--- src/rtl/shift5_ctrl.sv ---
// Sequencing controller for a WIDTH-stage left-shifting serial register:
// serialises a word MSB-first, reads the taps back and reports match/mismatch.
module shift5_ctrl #(
   parameter int   WIDTH = 5,
   parameter logic FILL  = 1'b0
) (
   input  logic             clk,
   input  logic             clear,
   input  logic             in_valid,
   output logic             in_ready,
   input  logic [WIDTH-1:0] word_in,
   input  logic             abort,
   output logic             sh_en,
   output logic             sh_in,
   input  logic [WIDTH-1:0] sr_q,
   output logic             out_valid,
   input  logic             out_ready,
   output logic [WIDTH-1:0] word_out,
   output logic             match,
   output logic [7:0]       err_cnt,
   output logic             busy
);

   localparam int CNT_W = (WIDTH > 1) ? $clog2(WIDTH) : 1;
   localparam logic [CNT_W-1:0] LAST = CNT_W'(WIDTH - 1);

   typedef enum logic [1:0] {
      IDLE  = 2'd0,
      SHIFT = 2'd1,
      CHECK = 2'd2,
      HOLD  = 2'd3
   } state_t;

   state_t           state_q, state_d;
   logic [CNT_W-1:0] cnt_q, cnt_d;
   logic [CNT_W-1:0] bit_idx;
   logic [WIDTH-1:0] shadow_q, shadow_d;
   logic [WIDTH-1:0] word_out_q, word_out_d;
   logic             match_q, match_d;
   logic [7:0]       err_q, err_d;

   function automatic logic [7:0] sat_inc(input logic [7:0] v);
      if (v == 8'hFF) begin
         return v;
      end else begin
         return v + 8'd1;
      end
   endfunction

   // Next-state and decoded outputs; sh_en/sh_in depend on registered state only.
   always_comb begin
      state_d    = state_q;
      cnt_d      = cnt_q;
      shadow_d   = shadow_q;
      word_out_d = word_out_q;
      match_d    = match_q;
      err_d      = err_q;
      sh_en      = 1'b0;
      sh_in      = FILL;
      in_ready   = 1'b0;
      out_valid  = 1'b0;
      bit_idx    = LAST - cnt_q;
      case (state_q)
         IDLE: begin
            in_ready = 1'b1;
            if (in_valid) begin
               shadow_d = word_in;
               cnt_d    = {CNT_W{1'b0}};
               state_d  = SHIFT;
            end else begin
               state_d  = IDLE;
            end
         end
         SHIFT: begin
            sh_en = 1'b1;
            sh_in = shadow_q[bit_idx];
            if (abort) begin
               cnt_d   = {CNT_W{1'b0}};
               state_d = IDLE;
            end else begin
               cnt_d = cnt_q + {{(CNT_W-1){1'b0}}, 1'b1};
               if (cnt_q == LAST) begin
                  state_d = CHECK;
               end else begin
                  state_d = SHIFT;
               end
            end
         end
         CHECK: begin
            if (abort) begin
               state_d = IDLE;
            end else begin
               word_out_d = sr_q;
               match_d    = (sr_q == shadow_q);
               if (sr_q != shadow_q) begin
                  err_d = sat_inc(err_q);
               end else begin
                  err_d = err_q;
               end
               state_d = HOLD;
            end
         end
         HOLD: begin
            out_valid = 1'b1;
            if (out_ready) begin
               state_d = IDLE;
            end else begin
               state_d = HOLD;
            end
         end
         default: begin
            state_d = IDLE;
         end
      endcase
   end

   // State and result registers.
   always_ff @(posedge clk or negedge clear) begin
      if (!clear) begin
         state_q    <= IDLE;
         cnt_q      <= {CNT_W{1'b0}};
         shadow_q   <= {WIDTH{1'b0}};
         word_out_q <= {WIDTH{1'b0}};
         match_q    <= 1'b0;
         err_q      <= 8'd0;
      end else begin
         state_q    <= state_d;
         cnt_q      <= cnt_d;
         shadow_q   <= shadow_d;
         word_out_q <= word_out_d;
         match_q    <= match_d;
         err_q      <= err_d;
      end
   end

   assign busy     = (state_q != IDLE);
   assign word_out = word_out_q;
   assign match    = match_q;
   assign err_cnt  = err_q;

endmodule
--- config.mk ---
export PLATFORM = sky130hd
export DESIGN_NAME = shift5_ctrl
export DESIGN_NICKNAME = d
export VERILOG_FILES = /design/src/rtl/shift5_ctrl.sv
export SDC_FILE = /design/constraint.sdc
export NUM_CORES = 1
export LEC_CHECK = 0
export ABC_AREA = 1
export ABC_CLOCK_PERIOD_IN_PS = 2300
export CAP_MARGIN = 20
export CORE_MARGIN = 2
export CORE_UTILIZATION = 52
export DETAILED_ROUTE_END_ITERATION = 8
export GPL_ROUTABILITY_DRIVEN = 0
export HOLD_SLACK_MARGIN = 0.03
export PLACE_DENSITY = 0.91
export SLEW_MARGIN = 20
export SYNTH_ARGS = -nofsm -noshare
export SYNTH_HDL_FRONTEND = slang
export SYNTH_SLANG_ARGS = --single-unit
--- constraint.sdc ---
create_clock -name clk -period 2.3 [get_ports clk]
set_input_delay 0.46 -clock clk [delete_from_list [all_inputs] [get_ports clk]]
set_output_delay 0.46 -clock clk [all_outputs]
set_load 0.02 [all_outputs]
==> summary.md <==
| Metric | Value |
|---|---|
| Status | finished, final reports clean |
| Vias | 1242 |
| Synth Register Bits | 24 |
| CP max-delay cell | clkdlybuf4s50_1 |
| Pwr dens | 795 nW/um^2 |
| Worst slew margin | 72.4% |
| Critical-path cell list | inv_1 > nor2_1 > clkdlybuf4s50_1 |
| Post-route design area | 1760 um^2 |
| Clock Latency Late Sink | 0.32 ns |
| Final min period | 2.21 ns |
| Top cells by count, synth | nand2_1 (52), dfrtp_1 (24), inv_1 (23) |
| Drt total wl | 2950 um |
| Most common cell in the synthesized netlist | nand2_1 |
| Pins Over Slew Limit | 0 |
| Crit path max fanout | 5 |
| Inserted Diodes | 0 |
| Layout cells sized above 1 | 10.2% |
| 1st-iter DRT viols | 28 |
| Die ar. | 2960 um^2 |
| Combined flip-flop and latch cell area | 601 um^2 |
| Setup Skew | 0.0155 ns |
| Leakage | 0.893 nW |
| Worst-margin pin slew | 0.413 ns |
| Max Cap Viol | 0 |
| Total I/O pin count | 34 |
| Fmax | 453 MHz |
| Vias/cell | 5.29 |
| Worst Hold Class | primary input to asynchronous set/reset pin |
| Layout area overhead | 33.2% |
| Seq/Total Area, Yosys | 45.5% |
| Cts-stage hold buffer count | 0 |
| Dpl hpwl | 2270 um |
| Initial antenna violation count | 0 |
| Final hold violation count | 0 |
| Port bufs | 33 |
| Final Hold Slack | 0.468 ns |
| Core Region | 2430 um^2 |
| Internal Power | 0.000909 W |
| Clk buf depth | 2 |
| Crit path buffers/inverters | 2 |
| Die H | 54.4 um |
| Largest cells by area after synthesis | dfrtp_1 (45%), nand2_1 (15%), inv_1 (6.5%), nand3_1 (4.9%), ha_1 (3.8%) |
| Syn. warnings | 0 |
| Top_reg_cell synth | dfrtp_1 |
| WL per Instance | 12.6 um |
| Final setup vio count | 0 |
| Pre-antenna DRT Iters | 4 |
| Reg2reg start | err_cnt[0] |
| H-Tree Depth | 1 |
| Required @ worst endpoint | 1.84 ns |
| Area share of the largest cell type after synthesis | 45.5% |
| Final ANT Viol Nets | 0 |
| Syn Nets | 185 |
| Family with the most delay on the worst path | buffers and inverters |
| Worst-path clk slew | 0.14 ns |
| Power share of the clock group | 21.9% |
| Initial Utilization | 54.3% |
| Crit path DAT | 1.75 ns |
| CP Launch Point | state_q[0] |
| Num CTS Buffers | 3 |
| DRC Markers | 0 |
| Number of global-route vias before repair | 1153 |
| Setup TNS | 0 ns |
| Total track usage | 22.7% |
| Critical Path Start Type | flip-flop |
| FFs w/ async S/R, synth | 100% |
| Type of the worst setup path | flip-flop to output pin |
| Die Width | 54.4 um |
| Final Power | 0.00140 W |
| Final-layout fill cell count | 180 |
| Nature of the critical path endpoint | output pin |
| Sw Share | 35.0% |
| Comb pwr share | 37.8% |
| Largest net degree at the start of global routing | 25 |
| Multi-input gate area in the final layout | 616 um^2 |
| Avg Cell Area, Syn | 7.95 um^2 |
| FP Rows | 18 |
| Mapped cell area | 1320 um^2 |
| First-pass GRT wire length | 4780 um |
| Area post-placement | 1700 um^2 |
| Post-synth EDFFs | 0 |
| CTS root buffer | clkbuf_4 |
| Post-synth top area cell | dfrtp_1 |
| Post-Synthesis Cells | 166 |
| Sequential share of power | 40.2% |
| Maximum VDD drop | 751 uV |
| Crit path largest cell delay | 0.67 ns |
| Synth cell types | 24 |
| Nets | 225 |
| CTS tree | yes |
| Final worst path period share | 96.0% |
| Grt ovf | 0 |
| NetSw | 0.000489 W |
| Clock sinks | 24 |
[cell type report]
cell class,count,share of cell area (%)
Clock inverter,1,1.71
Timing Repair Buffer,37,20.4
Sequential cell,24,34.2
Multi-Input combinational cell,115,35.0
Tap cell,30,2.14
Clock buffer,3,1.28
Inverter,25,5.34
[final timing paths]
path	depth (start not counted)	end	slack [ns]
setup / recovery	3	sh_en	0.09
hold / removal	2	err_cnt[6]	0.47
setup reg to reg	7	err_cnt[2]	0.77
hold reg to reg	2	word_out[1]	0.51
max in group asynchronous	2	shadow_q[1]	1.58
min in group clk	2	word_out[1]	0.51
[per-stage QoR]
stage                     utilization [%]  worst slack, ns  cells
after floorplan                         -            0.442    166
after global placement               69.9            0.138    230
after detailed placement             69.9           0.0402    230
after CTS                            71.9           0.0997    234
after global routing                 72.3         -0.00762    235
final                                72.3           0.0919    235
[power groups by stage]
stage,clock network (W),registers (W),logic [W]
after floorplan,0,0.000602,0.000260
after global placement,0,0.000561,0.000489
after detailed placement,0,0.000568,0.000521
after CTS,0.000308,0.000559,0.000515
after global routing,0.000333,0.000572,0.000586
final,0.000307,0.000562,0.000529
[sequential cells by signal (all words and copies together), names as in the netlist]
| name | flops |
|---|---|
| cnt_q | 3 |
| err_cnt | 8 |
| match | 1 |
| shadow_q | 5 |
| state_q | 2 |
| word_out | 5 |
[placed cells by master (no fill, tap or decap), drive strengths merged]
| master | synthesis | final |
|---|---|---|
| a21oi | 7 | 7 |
| buf | 2 | 5 |
| bufinv | 0 | 1 |
| clkbuf | 0 | 3 |
| clkdlybuf4s50 | 0 | 32 |
| dfrtp | 24 | 24 |
| ha | 4 | 4 |
| inv | 25 | 25 |
| mux2 | 1 | 1 |
| nand2 | 54 | 54 |
| nand3 | 15 | 15 |
| nand3b | 2 | 2 |
| nand4 | 2 | 2 |
| nor2 | 12 | 12 |
| o211ai | 3 | 3 |
| o21ai | 9 | 9 |
| o22ai | 1 | 1 |
| xnor2 | 2 | 2 |
| xor2 | 3 | 3 |
[layer usage]
| layer | global-route usage, % | up-vias | share of wire [%] |
|---|---|---|---|
| met5 | 0 | - | 0 |
| met4 | 6.67 | 0 | 1.2 |
| met3 | 3.83 | 7 | 5.8 |
| met2 | 42.6 | 48 | 52 |
| met1 | 26.2 | 585 | 41 |
| li1 | - | 602 | - |
[repair_timing]
| item | in CTS | in global routing |
|---|---|---|
| pin swaps | 0 | 0 |
| buffers inserted | 0 | 1 |
| cloned | 0 | 0 |
| gates resized for setup | 4 | 2 |
| setup endpoints to repair | 1 | 1 |
[cell families (layout without fill, tap and decap cells)]
| group | count (synthesis) | in the layout | synth area share (%) |
|---|---|---|---|
| xor+xnor | 5 | 5 | 3.32 |
| compound gates | 20 | 20 | 9.10 |
| buf+inv | 27 | 66 | 7.87 |
| flops | 24 | 24 | 45.5 |
| simple gates | 85 | 85 | 29.6 |
| fa+ha+maj | 4 | 4 | 3.79 |
| mux | 1 | 1 | 0.853 |
(Power assumes the default switching activity.)
